**src/rtl/prog_loader_pkg.sv**
```systemverilog
// Shared FSM state encoding and default parameter values for the program loader.
package prog_loader_pkg;

   typedef enum logic [2:0] {
      ST_IDLE  = 3'd0,
      ST_LOAD  = 3'd1,
      ST_CHECK = 3'd2,
      ST_RUN   = 3'd3,
      ST_ERR   = 3'd4
   } state_e;

   localparam int DEF_DATA_W    = 16;
   localparam int DEF_ADDR_W    = 16;
   localparam int DEF_BASE_ADDR = 32'h0000_0100;
   localparam int DEF_ADDR_STEP = 2;
   localparam int DEF_MAX_WORDS = 256;
   localparam bit DEF_CHK_EN    = 1'b1;

   // Width of a counter that must represent 0..max_words inclusive.
   function automatic int cnt_w(input int max_words);
      return $clog2(max_words + 1);
   endfunction

endpackage

```
**src/rtl/prog_chksum.sv**
```systemverilog
// Running modulo-2^DATA_W sum of payload words, with synchronous clear.
module prog_chksum #(
   parameter int DATA_W = 16
) (
   input  logic              clk,
   input  logic              rst_n,
   input  logic              clear_i,
   input  logic              add_en_i,
   input  logic [DATA_W-1:0] data_i,
   output logic [DATA_W-1:0] sum_o
);

   logic [DATA_W-1:0] sum_q;

   // Accumulator register; clear wins over add.
   always_ff @(posedge clk or negedge rst_n) begin
      if (!rst_n) begin
         sum_q <= '0;
      end else if (clear_i) begin
         sum_q <= '0;
      end else if (add_en_i) begin
         sum_q <= sum_q + data_i;
      end else begin
         sum_q <= sum_q;
      end
   end

   assign sum_o = sum_q;

endmodule

```
**src/rtl/prog_loader.sv**
```systemverilog
// Streaming program loader: writes a word stream into instruction memory,
// optionally verifies a trailing checksum, then releases the CPU.
module prog_loader
   import prog_loader_pkg::*;
#(
   parameter int                DATA_W    = DEF_DATA_W,
   parameter int                ADDR_W    = DEF_ADDR_W,
   parameter logic [ADDR_W-1:0] BASE_ADDR = ADDR_W'(DEF_BASE_ADDR),
   parameter int                ADDR_STEP = DEF_ADDR_STEP,
   parameter int                MAX_WORDS = DEF_MAX_WORDS,
   parameter bit                CHK_EN    = DEF_CHK_EN
) (
   input  logic                          clk,
   input  logic                          rst_n,
   input  logic                          start,
   input  logic                          abort,
   input  logic                          in_valid,
   output logic                          in_ready,
   input  logic [DATA_W-1:0]             in_data,
   input  logic                          in_last,
   output logic                          mem_we,
   output logic [ADDR_W-1:0]             mem_addr,
   output logic [DATA_W-1:0]             mem_wdata,
   output logic                          cpu_run,
   output logic                          busy,
   output logic                          done,
   output logic                          error,
   output logic [cnt_w(MAX_WORDS)-1:0]   words_loaded
);

   localparam int                CNT_W   = cnt_w(MAX_WORDS);
   localparam logic [CNT_W-1:0]  MAX_CNT = CNT_W'(MAX_WORDS);
   localparam logic [ADDR_W-1:0] STEP    = ADDR_W'(ADDR_STEP);

   state_e            state_q, state_d;
   logic [ADDR_W-1:0] ptr_q, ptr_d;
   logic [CNT_W-1:0]  cnt_q, cnt_d;
   logic [DATA_W-1:0] chk_q, chk_d;
   logic              drain_q, drain_d;
   logic              we_q, we_d;
   logic [ADDR_W-1:0] addr_q, addr_d;
   logic [DATA_W-1:0] wdata_q, wdata_d;
   logic              run_q, run_d;

   logic              accept_s;
   logic              sum_clr_s;
   logic              sum_add_s;
   logic [DATA_W-1:0] sum_s;

   prog_chksum #(.DATA_W(DATA_W)) u_chksum (
      .clk      (clk),
      .rst_n    (rst_n),
      .clear_i  (sum_clr_s),
      .add_en_i (sum_add_s),
      .data_i   (in_data),
      .sum_o    (sum_s)
   );

   // drain_q marks the write cycle of a final payload beat: LOAD stops accepting
   // and moves to RUN only once that write is on the bus.
   assign in_ready = (state_q == ST_LOAD) && !drain_q;
   assign busy     = (state_q == ST_LOAD) || (state_q == ST_CHECK);
   assign done     = (state_q == ST_RUN);
   assign error    = (state_q == ST_ERR);
   assign accept_s = in_valid && in_ready;

   // Next-state, write-port and counter logic; abort overrides everything.
   always_comb begin
      state_d   = state_q;
      ptr_d     = ptr_q;
      cnt_d     = cnt_q;
      chk_d     = chk_q;
      drain_d   = drain_q;
      we_d      = 1'b0;
      addr_d    = addr_q;
      wdata_d   = wdata_q;
      run_d     = 1'b0;
      sum_clr_s = 1'b0;
      sum_add_s = 1'b0;

      if (abort) begin
         state_d = ST_IDLE;
         drain_d = 1'b0;
      end else begin
         case (state_q)
            ST_IDLE: begin
               if (start) begin
                  state_d   = ST_LOAD;
                  ptr_d     = BASE_ADDR;
                  cnt_d     = '0;
                  drain_d   = 1'b0;
                  sum_clr_s = 1'b1;
               end else begin
                  state_d = ST_IDLE;
               end
            end
            ST_LOAD: begin
               if (drain_q) begin
                  state_d = ST_RUN;
                  drain_d = 1'b0;
               end else if (accept_s) begin
                  if (CHK_EN && in_last) begin
                     chk_d   = in_data;
                     state_d = ST_CHECK;
                  end else if (cnt_q == MAX_CNT) begin
                     state_d = ST_ERR;
                  end else begin
                     we_d      = 1'b1;
                     addr_d    = ptr_q;
                     wdata_d   = in_data;
                     ptr_d     = ptr_q + STEP;
                     cnt_d     = cnt_q + CNT_W'(1);
                     sum_add_s = 1'b1;
                     drain_d   = in_last;
                  end
               end else begin
                  state_d = ST_LOAD;
               end
            end
            ST_CHECK: begin
               if (chk_q == sum_s) begin
                  state_d = ST_RUN;
               end else begin
                  state_d = ST_ERR;
               end
            end
            ST_RUN:  state_d = ST_RUN;
            ST_ERR:  state_d = ST_ERR;
            default: state_d = ST_IDLE;
         endcase
      end

      run_d = (state_d == ST_RUN);
   end

   // State and registered-output flops.
   always_ff @(posedge clk or negedge rst_n) begin
      if (!rst_n) begin
         state_q <= ST_IDLE;
         ptr_q   <= BASE_ADDR;
         cnt_q   <= '0;
         chk_q   <= '0;
         drain_q <= 1'b0;
         we_q    <= 1'b0;
         addr_q  <= BASE_ADDR;
         wdata_q <= '0;
         run_q   <= 1'b0;
      end else begin
         state_q <= state_d;
         ptr_q   <= ptr_d;
         cnt_q   <= cnt_d;
         chk_q   <= chk_d;
         drain_q <= drain_d;
         we_q    <= we_d;
         addr_q  <= addr_d;
         wdata_q <= wdata_d;
         run_q   <= run_d;
      end
   end

   assign mem_we       = we_q;
   assign mem_addr     = addr_q;
   assign mem_wdata    = wdata_q;
   assign cpu_run      = run_q;
   assign words_loaded = cnt_q;

endmodule

```
**config.mk**
```make
export PLATFORM = sky130hd
export DESIGN_NAME = prog_loader
export DESIGN_NICKNAME = d
export VERILOG_FILES = /design/src/rtl/prog_loader_pkg.sv /design/src/rtl/prog_chksum.sv /design/src/rtl/prog_loader.sv
export SDC_FILE = /design/constraint.sdc
export NUM_CORES = 1
export LEC_CHECK = 0
export ABC_AREA = 1
export CAP_MARGIN = 10
export CORE_MARGIN = 2
export CORE_UTILIZATION = 47
export CTS_BUF_LIST = sky130_fd_sc_hd__clkbuf_8
export DETAILED_ROUTE_END_ITERATION = 8
export GPL_ROUTABILITY_DRIVEN = 0
export GPL_TIMING_DRIVEN = 0
export PLACE_DENSITY_LB_ADDON = 0.3
export SYNTH_ARGS = -nofsm -noshare
export SYNTH_HDL_FRONTEND = slang
export SYNTH_SLANG_ARGS = --single-unit
```
**constraint.sdc**
```tcl
create_clock -name clk -period 2.2 [get_ports clk]
set_input_delay 0.33 -clock clk [delete_from_list [all_inputs] [get_ports clk]]
set_output_delay 0.33 -clock clk [all_outputs]
set_load 0.02 [all_outputs]
```
Word level (Yosys, flattened, before mapping)
Cells that the tools add are included.

Register bits: 95. Bits of input ports: 22. Output and inout port bits: 47. Word-level logic and storage cells: 76.

Add/subtract/negate cells: 3. Equal/unequal tests: 13. Multiplexer cells: 34. Bitwise operators: 4. Reduce and logical (&&, ||, !) cells: 12.

Operators with widths (number): 2-to-1 mux 16 bit (7); 2-to-1 mux 9 bit (5); case mux 16 bit (2 select lines) (1); 2-to-1 mux 3 bit (6); case mux 9 bit (2 select lines) (1); adder 16 bit (1); adder 16 x 2 -> 16 bit (second input constant) (1); == test 16 bit (1); case mux 3 bit (5 select lines) (1); 2-to-1 mux 1 bit (12); != test 2 bit (second input constant) (5); adder 9 x 1 -> 9 bit (second input constant) (1); == test 3 x 2 -> 1 bit (second input constant) (3); == test 9 bit (second input constant) (1); AND reduction 7 bit (1); AND reduction 6 bit (1); AND reduction 5 bit (1); NOT 1 bit (4); nonzero test 2 bit (2); == test 3 x 1 -> 1 bit (second input constant) (1); == test 3 bit (second input constant) (1); zero test 3 bit (1); != test 3 bit (second input constant) (1); nonzero test 3 bit (1); other kinds (5) (6).

Logic depth before layout (Yosys ltp)
Gate-level depths: netlist of the first run.

Word-level depth: 9. Mapped depth: 11. Depth with buffers taken out: 11.

Cells and area by module
Synthesis of the first run repeated with hierarchy kept, for this count alone.

Cells, all modules: 762. Area, all modules: 5451.5 um^2.

Modules (own cells, without submodules): prog_loader (times used 1, cells each 519, area each 3921.3 um^2, sequential area each 1904.3 um^2); prog_chksum (times used 1, cells each 243, area each 1530.2 um^2, sequential area each 400.4 um^2).

Least setup slack after synthesis of the first run
No wires, ideal clock.

Path kind: flip-flop to flip-flop. Start point: register cnt_q[0] (netlist: words_loaded[0]). End point: register cnt_q[4] (netlist: words_loaded[4]). Library setup time: 122 ps. Arrival: 1610 ps. Required time: 2078 ps. Path slack: 468 ps. Stages on the path, launching flop included: 12. Path buffers: 1. Clock period less this slack: 1732 ps. Path through: dfrtp_1 -> inv_1 -> ha_1 -> nand2_1 -> nor2_1 -> nand2_1 -> nand4_4 -> o21ai_4 -> inv_4 -> buf_4 -> nand2_1 -> o21ai_1.

Cells in the longest elaborated chain, start to end: 6. Elaborated cells on any way between the ends: 9. Classes of those cells: add/sub (1); eq/ne (2); mux (5); reduce/logical (1).

RTL lines: from (decl) (RTL line prog_loader.sv:37) `logic [CNT_W-1:0] cnt_q, cnt_d;`; from (signal assigned) (RTL line prog_loader.sv:151) `cnt_q <= cnt_d;`; adder 9 x 1 -> 9 bit (RTL line prog_loader.sv:112) `cnt_d = cnt_q + CNT_W'(1);`; 2-to-1 mux 9 bit (RTL line prog_loader.sv:105) `end else if (cnt_q == MAX_CNT) begin`; 2-to-1 mux 9 bit (RTL line prog_loader.sv:102) `if (CHK_EN && in_last) begin`; 2-to-1 mux 9 bit (RTL line prog_loader.sv:101) `end else if (accept_s) begin`; 2-to-1 mux 9 bit (RTL line prog_loader.sv:98) `if (drain_q) begin`; case mux 9 bit (2 select lines) (RTL line prog_loader.sv:85) `case (state_q)`.

Several ways; a longest one is shown, not always the timed one. The select of a mux whose other input is x is not followed. A chain may end at the register's enable or synchronous reset.

Worst setup path after layout of the first run
Start point: register state_q[0]. End point: output error.

Cells in the longest elaborated chain, start to end: 1.

RTL lines: from (decl) (RTL line prog_loader.sv:35) `state_e state_q, state_d;`; from (signal assigned) (RTL line prog_loader.sv:149) `state_q <= state_d;`; == test 3 bit (RTL line prog_loader.sv:64) `assign error = (state_q == ST_ERR);`; to (decl) (RTL line prog_loader.sv:27) `output logic error,`.

No other way between the ends.

==> results of run 1 <==
[layout by cell type (no fill, tap or decap), types with 2 or more instances in the layout]
| cell type | n |
|---|---|
| nand2_1 | 278 |
| dfrtp_1 | 90 |
| inv_1 | 85 |
| clkdlybuf4s50_1 | 63 |
| o21ai_0 | 54 |
| nor2_1 | 50 |
| nand3_1 | 47 |
| ha_1 | 18 |
| a21oi_1 | 17 |
| nor3_1 | 14 |
| xor2_1 | 13 |
| clkbuf_8 | 11 |
| buf_2 | 9 |
| o21ai_1 | 7 |
| nand4_1 | 6 |
| clkbuf_1 | 6 |
| inv_2 | 4 |
| xnor2_1 | 4 |
| o22ai_1 | 4 |
| buf_4 | 4 |
| nand3b_1 | 3 |
| or2_2 | 3 |
| inv_6 | 2 |
| clkinv_2 | 2 |
| dfstp_2 | 2 |
| dlygate4sd2_1 | 2 |
[cell families (layout without fill, tap and decap cells)]
kind of cell	count (synthesis)	count (layout)	synth area share (%)
compound gates	84	84	8.36
xor+xnor	17	17	2.84
fa+ha+maj	19	19	4.68
buf+inv	111	195	8.43
flops	92	92	44.0
other cells	1	1	0.0715
simple gates	405	405	31.7
[routing by layer]
layer  up-vias  GRT usage, %  share of wire, %
met5         -             0                 0
met4         0          8.32               2.6
met3        30          5.33               4.6
met2       123          41.2                49
met1      2368          28.2                44
li1       2447             -                 -
[through the flow]
stage | total power, mW | setup TNS, ns | hold WS, ns | util [%] | cells
finish | 4.68 | 0 | 0.485 | 58.4 | 953
global route | 4.99 | 0 | 0.504 | 58.4 | 953
CTS | 4.72 | 0 | 0.488 | 58.4 | 953
detailed placement | 3.50 | -0.347 | 0.367 | 56.4 | 937
global placement | 3.45 | -234.79 | 0.461 | 56.2 | 936
floorplan | 2.96 | 0 | 0.0344 | - | 729
[worst min-delay path: stages, from the launching register on]
cell and delay, ns:
dfrtp_1 0.35, nand2_1 0.05, nand2_1 0.05
[what timing repair did]
action,CTS,global route
endpoints found under the hold margin,42,0
resized for setup,4,1
hold buffers,1,0
setup endpoints to repair,2,1
[final cells by class]
class                      count  area [sq um]  share of cell area, %
buffer                        19          95.1                   1.50
clock inverter                 5          57.6                  0.909
multi-input combinational    526          2490                   39.4
timing repair buffer          69           706                   11.1
tap                          140           175                   2.77
clock buffer                  11           151                   2.39
inverter                      91           348                   5.49
sequential                    92          2300                   36.4
[cells in the mapped netlist, drive strengths merged]
cell and number:
fa 1, nand3b 3, a21oi 17, nand2 278, and2 1, xor2 13
ha 18, dfrtp 90, nor3 14, nand3 48, or2 3, a31oi 1
clkbuf 8, buf 12, nand4 7, o21ai 62, inv 91, xnor2 4
dfstp 2, o22ai 4, conb 1, nor2 51
[registers in the layout (all words and copies together) (netlist names)]
signal / flops
chk_q: 16
mem_wdata: 16
u_chksum.sum_o: 16
mem_addr: 15
ptr_q: 15
words_loaded: 9
state_q: 3
cpu_run: 1
mem_we: 1
[power by group through the flow]
stage                     clock network (mW)  logic, mW  registers (mW)
after CTS                               1.24       1.35            2.12
after detailed placement                   0       1.35            2.15
after global placement                     0       1.31            2.14
final                                   1.22       1.35            2.12
after floorplan                            0      0.681            2.28
after global routing                    1.31       1.52            2.15
[path summary, 6_finish.rpt]
| path | to | cells past startpoint |
|---|---|---|
| setup reg to reg | chk_q[5] | 7 |
| max in group asynchronous | ptr_q[8] | 3 |
| hold reg to reg | mem_wdata[9] | 2 |
| hold / removal | mem_wdata[9] | 2 |
| min in group asynchronous | u_chksum.sum_o[0] | 2 |
| setup / recovery | error | 4 |
==> flow_summary.yaml, run 1 <==
outcome:
  outcome: "finished, final reports clean"
placed_design:
  dp_hpwl_um: 9660
  port_buffers: 67
  post_dp_cell_area_sq_mm: 0.00611
  place_ws_ns: -0.0828
cells_and_area:
  stdcell_area_sq_mm: 0.00633
  area_growth_pct: 20.8
  antenna_cells: 0
  nets: 849
  drive_above_1_share_pct: 5.66
  nFillCells: 1045
cts:
  cts_tree: "done"
  cts_root_buf: "clkbuf_8"
  clkLatencyLatePin_ns: 0.36
  clkTransAtPathRegs_ns: 0.10
  htreeDepth: 3
  cts_setup_buffers: 0
  cts_made_buffers: 9
  cts.path.max_buffers: 2
  cts.sink_count: 92
worst_setup_path:
  end_kind: "primary output"
  worstPathMaxFanout: 4
  path_buf_inv: 2
  r2r_slack_ns: 0.24
  slowest_delay_ns: 0.63
  critPathLaunch: "state_q[0]"
  critPathKind: "flop to primary output"
  path_delay_family: "buffers and inverters"
  r2r_start: "state_q[1]"
  cp-start-kind: "flop"
  crit_required_ns: 1.87
  cp_slowest_cell: "clkdlybuf4s50_1"
  arrival_ns: 1.75
  path_cells: "inv_1, nand2_1, nor2_1, clkdlybuf4s50_1"
routing:
  vias: 4968
  drt_wl_total_um: 12900
  vias_per_cell: 5.21
  drt-wirelength-per-cell_um: 13.5
  drt-pass1-iter-count: 5
  drcViolationCount: 0
  drtIter0Drc: 236
  ant_nets: 0
global_routing:
  antenna_found_initial: 0
  grt_max_degree: 51
  grtUsageTotal_pct: 23.5
  grt_pass1_wl_um: 22300
  grt_overflow: 0
  first_global_vias: 4978
sta:
  fin_ws_ns: 0.123
  hold_violations: 0
  skew_ns: 0.0123
  fin_crit_ns: 2.08
  fmax_mhz: 481
  worst_pin_slew_ns: 0.575
  fin_crit_sh_pct: 94.4
  slew_violations: 0
  relSlewSlack_pct: 61.7
  grt_setup_unrepaired: "no"
  setup_violations: 0
floorplan:
  io_pins: 69
  die_w_um: 110
  start_util_pct: 48.3
  core-area_sq_mm: 0.0108
  rows: 38
  dieArea_sq_mm: 0.0120
  die_h_um: 110
job:
  max_cap_viol_count: 0
synth:
  ys_seq_area_share_pct: 44.0
  syn_avg_cell_area_sq_um: 7.19
  syn-num-nets: 770
  synth.top_cell.area_share_pct: 43.0
  synth_area_sq_mm: 0.00524
  ys_warn_count: 0
  yosysUniqueCellTypes: 30
  syn-instance-count: 729
  synth_area_leader_cell: "dfrtp_1"
  synth.area.top_cells: "dfrtp_1, nand2_1, inv_1"
  yosys_register_bits: 92
power:
  power_frac_comb_pct: 28.7
  switching_share_pct: 33.6
  powerDensity_mw_per_mm2: 740
  p_leak_nw: 3.14
  pwr-share-clk_pct: 26.0
  p_seq_share_pct: 45.3
  p_sw_mw: 1.58
  internal_power_mw: 3.11
  max-vdd-ir-drop_mv: 0.354
min_path:
  min_from: "mem_wdata[9]"
  hold_path.class: "flop to flop"
Power figures use the tool's default switching activity.
==> inputs of run 2 (changes only) <==
--- a/config.mk
+++ b/config.mk
@@ -13,7 +13,7 @@
 export DETAILED_ROUTE_END_ITERATION = 8
 export GPL_ROUTABILITY_DRIVEN = 0
 export GPL_TIMING_DRIVEN = 0
-export PLACE_DENSITY_LB_ADDON = 0.3
+export PLACE_DENSITY = 0.79
 export SYNTH_ARGS = -nofsm -noshare
 export SYNTH_HDL_FRONTEND = slang
 export SYNTH_SLANG_ARGS = --single-unit
==> constraint.sdc (replaced) <==
create_clock -name clk -period 2.4 [get_ports clk]
set_input_delay 0.36 -clock clk [delete_from_list [all_inputs] [get_ports clk]]
set_output_delay 0.36 -clock clk [all_outputs]
set_load 0.02 [all_outputs]
==> flow_summary.yaml, run 2 (synthesized netlist as in run 1, its figures left out) <==
outcome:
  outcome: "finished, final reports clean"
cts:
  cts_made_buffers: 9
  cts_root_buf: "clkbuf_8"
  cts_setup_buffers: 0
  cts_tree: "done"
  cts.sink_count: 92
  htreeDepth: 3
  clkLatencyLatePin_ns: 0.39
  cts.path.max_buffers: 2
  clkTransAtPathRegs_ns: 0.10
min_path:
  holdPathStages: 2
  hold_path.class: "flop to flop"
cells_and_area:
  nets: 849
  multi_input_area_sq_mm: 0.00249
  final_common_cell: "nand2_1"
  layout_common_cells: "nand2_1, dfrtp_1, inv_1"
  area_growth_pct: 20.5
  utilization_pct: 58.3
  seq_area_sq_mm: 0.00230
  antenna_cells: 0
  stdcell_area_sq_mm: 0.00632
  drive_above_1_share_pct: 5.66
  nFillCells: 1035
routing:
  drcViolationCount: 0
  vias: 4794
  drt-pass1-iter-count: 4
  vias_per_cell: 5.03
  drt-wirelength-per-cell_um: 13.4
  ant_nets: 0
  drt_wl_total_um: 12800
  drtIter0Drc: 242
worst_setup_path:
  worstPathMaxFanout: 16
  arrival_ns: 1.89
  crit_required_ns: 2.04
  end_kind: "primary output"
  reg2reg_depth: 11
  critPathKind: "flop to primary output"
  cp-start-kind: "flop"
placed_design:
  dp_hpwl_um: 9450
  port_buffers: 67
  post_dp_cell_area_sq_mm: 0.00611
sta:
  fmax_mhz: 444
  worst_pin_slew_ns: 0.549
  hold_violations: 0
  fin_crit_ns: 2.25
  setup_violations: 0
  relSlewSlack_pct: 63.4
  slew_violations: 0
  fin_crit_sh_pct: 93.7
  grt_setup_unrepaired: "no"
  skew_ns: 0.0130
  tns_ns: 0
global_routing:
  grt_pass1_wl_um: 21900
  antenna_found_initial: 0
  grtUsageTotal_pct: 23.7
  grt_overflow: 0
  grt_max_degree: 55
  first_global_vias: 4683
power:
  max-vdd-ir-drop_mv: 0.476
  powerDensity_mw_per_mm2: 665
  p_leak_nw: 3.12
floorplan:
  io_pins: 69
  die_w_um: 110
  start_util_pct: 48.3
  die_h_um: 110
  rows: 38
  dieArea_sq_mm: 0.0120
  core-area_sq_mm: 0.0108
job:
  max_cap_viol_count: 0
-- run 2: final timing paths --
path / slack, ns / startpoint / endpoint
setup / recovery: 0.15 / state_q[1] / in_ready
hold / removal: 0.49 / mem_wdata[12] / mem_wdata[12]
setup reg to reg: 0.43 / words_loaded[0] / u_chksum.sum_o[10]
hold reg to reg: 0.49 / mem_wdata[12] / mem_wdata[12]
max in group asynchronous: 1.21 / rst_n / ptr_q[8]
min in group asynchronous: 0.50 / rst_n / chk_q[1]
-- run 2: where the power goes --
group / switching [mW] / leakage, nW / internal, mW
registers: 0.149 / 1.21 / 1.80
clock network: 0.610 / 0.0954 / 0.423
logic: 0.713 / 1.81 / 0.512
total: 1.47 / 3.12 / 2.73
-- run 2: through the flow --
stage	cells	setup slack, ns	hold WS [ns]	total power, mW
2_1_floorplan	729	0.668	0.0644	2.71
3_5_place_dp	937	0.0788	0.371	3.20
3_3_place_gp	936	-2.42	0.462	3.17
5_1_grt	953	0.0579	0.517	4.48
6_report	953	0.150	0.487	4.20
4_1_cts	953	0.000556	0.487	4.24
-- run 2: worst max-delay path, stage by stage, from the launching register on --
cell and delay [ns]:
dfrtp_1 0.40, inv_2 0.08, nand3_2 0.12, clkinvlp_4 0.25, clkdlybuf4s50_1 0.65
-- run 2: area by class of cell --
cell class                 instances  area share, %
clock buffer                      10           2.18
multi-input combinational        526           39.5
clock inverter                     6          0.852
inverter                          91           5.51
buffer                            19           1.51
timing repair buffer              69           11.2
sequential                        92           36.5
tap                              140           2.77
-- run 2: timing repair --
action | CTS | global route
endpoints found under the hold margin | 38 | 0
pin swaps | 0 | 0
resized for setup | 2 | 1
setup endpoints to repair | 2 | 1
hold buffers | 1 | 0
-- run 2: per-layer routing --
metal,wire length [um],GRT usage [%]
met4,180,7.78
met3,512,4.15
met1,5760,29.9
met5,0,0
met2,6340,41.1
==> inputs of run 3 (changes only) <==
--- a/config.mk
+++ b/config.mk
@@ -6,7 +6,7 @@
 export NUM_CORES = 1
 export LEC_CHECK = 0
 export ABC_AREA = 1
-export CAP_MARGIN = 10
+export CAP_MARGIN = 20
 export CORE_MARGIN = 2
 export CORE_UTILIZATION = 47
 export CTS_BUF_LIST = sky130_fd_sc_hd__clkbuf_8
@@ -14,6 +14,8 @@
 export GPL_ROUTABILITY_DRIVEN = 0
 export GPL_TIMING_DRIVEN = 0
 export PLACE_DENSITY = 0.79
+export SKIP_LAST_GASP = 1
+export SLEW_MARGIN = 10
 export SYNTH_ARGS = -nofsm -noshare
 export SYNTH_HDL_FRONTEND = slang
 export SYNTH_SLANG_ARGS = --single-unit
==> flow_summary.yaml, run 3 (synthesized netlist as in run 1, its figures left out) <==
global_routing:
  first_global_vias: 4680
  grt_overflow: 0
  grt_pass1_wl_um: 21900
  grtUsageTotal_pct: 23.7
  antenna_found_initial: 0
  grt_max_degree: 55
cells_and_area:
  layout_common_cells: "nand2_1, dfrtp_1, inv_1"
  final_common_cell: "nand2_1"
  area_growth_pct: 20.5
  nFillCells: 1035
  antenna_cells: 0
  utilization_pct: 58.3
  drive_above_1_share_pct: 5.66
  nets: 849
  stdcell_area_sq_mm: 0.00632
routing:
  drt-pass1-iter-count: 4
  drt-wirelength-per-cell_um: 13.4
  drcViolationCount: 0
  ant_nets: 0
  vias: 4794
  drtIter0Drc: 242
  drt_wl_total_um: 12800
  vias_per_cell: 5.03
sta:
  grt_setup_unrepaired: "no"
  setup_violations: 0
  fmax_mhz: 444
  relSlewSlack_pct: 63.4
  worst_pin_slew_ns: 0.549
  fin_crit_ns: 2.25
  fin_crit_sh_pct: 93.7
  skew_ns: 0.0130
  slew_violations: 0
  fin_ws_ns: 0.150
  hold_violations: 0
worst_setup_path:
  worstPathMaxFanout: 16
  r2r_slack_ns: 0.43
  arrival_ns: 1.89
  critPathKind: "flop to primary output"
  path_cells: "inv_2, nand3_2, clkinvlp_4, clkdlybuf4s50_1"
  cp_slowest_cell: "clkdlybuf4s50_1"
  critPathLaunch: "state_q[1]"
  crit_required_ns: 2.04
  slowest_delay_ns: 0.65
  r2r_end: "u_chksum.sum_o[10]"
  end_kind: "primary output"
  reg2reg_depth: 11
  r2r_start: "words_loaded[0]"
  cp-start-kind: "flop"
  crit_end: "in_ready"
floorplan:
  die_h_um: 110
  core-area_sq_mm: 0.0108
  rows: 38
  io_pins: 69
  die_w_um: 110
  dieArea_sq_mm: 0.0120
  start_util_pct: 48.3
power:
  internal_power_mw: 2.73
  totalPowerFinal_mw: 4.20
  switching_share_pct: 35.0
  p_seq_share_pct: 46.3
  pwr-share-clk_pct: 24.6
  max-vdd-ir-drop_mv: 0.476
  power_frac_comb_pct: 29.2
  p_sw_mw: 1.47
  p_leak_nw: 3.12
  powerDensity_mw_per_mm2: 665
cts:
  cts.sink_count: 92
  cts_tree: "done"
  cts_made_buffers: 9
  clkTransAtPathRegs_ns: 0.10
  cts.path.max_buffers: 2
  clkLatencyLatePin_ns: 0.39
  cts_setup_buffers: 0
  cts_root_buf: "clkbuf_8"
  htreeDepth: 3
placed_design:
  post_dp_cell_area_sq_mm: 0.00611
  place_ws_ns: 0.0788
  port_buffers: 67
  dp_hpwl_um: 9450
outcome:
  outcome: "finished, final reports clean"
min_path:
  hold_path.class: "flop to flop"
job:
  max_cap_viol_count: 0
-- run 3: cell counts in the layout (fill, tap and decap cells not counted) --
Identical to the previous run, type by type.
-- run 3: how the worst min path moves through the flow --
stage | startpoint | to | cells past startpoint
finish | mem_wdata[12] | mem_wdata[12] | 2
global route | mem_wdata[12] | mem_wdata[12] | 2
CTS | mem_wdata[10] | mem_wdata[10] | 2
detailed placement | rst_n | chk_q[1] | 1
global placement | mem_wdata[2] | mem_wdata[2] | 2
floorplan | rst_n | chk_q[0] | 0
-- run 3: worst max-delay path: cells and delay by family (launching register included) --
family | cells | cell delay (ns)
simple gates | 1 | 0.12
buf+inv | 3 | 0.98
flops | 1 | 0.40
-- run 3: area by class of cell --
cell class              instances  area (sq um)  area share [%]
multi-input cells             526          2490            39.5
flip-flops and latches         92          2300            36.5
repair buffers                 69           708            11.2
inverters                      91           348            5.51
well taps                     140           175            2.77
clock buffers                  10           138            2.18
plain buffers                  19          95.1            1.51
clock inverters                 6          53.8           0.852
-- run 3: timing repair --
item,CTS,global route
endpoints found under the setup margin,2,2
gates cloned,0,0
hold buffers,1,0
gates resized for setup,1,2
hold endpoints to repair,38,0
-- run 3: per-layer routing --
layer	global-route usage (%)	vias to the layer above	part of all wire [%]
met4	7.78	0	1.4
met1	29.9	2241	45
met5	0	-	0
li1	-	2454	-
met2	41.1	86	50
met3	4.15	13	4.0
-- run 3: power by group through the flow --
| stage | Sequential (mW) | Clock [mW] | Combinational [mW] |
|---|---|---|---|
| 3_5_place_dp | 1.97 | 0 | 1.23 |
| 4_1_cts | 1.95 | 1.06 | 1.23 |
| 2_1_floorplan | 2.09 | 0 | 0.625 |
| 6_report | 1.94 | 1.03 | 1.23 |
| 5_1_grt | 1.98 | 1.11 | 1.39 |
| 3_3_place_gp | 1.97 | 0 | 1.20 |
-- run 3: per-stage QoR --
step	hold slack, ns	setup TNS [ns]	instances
CTS	0.487	-0.0651	953
global route	0.517	0	953
finish	0.487	0	953
detailed placement	0.371	0	937
floorplan	0.0644	0	729
global placement	0.462	-219.83	936
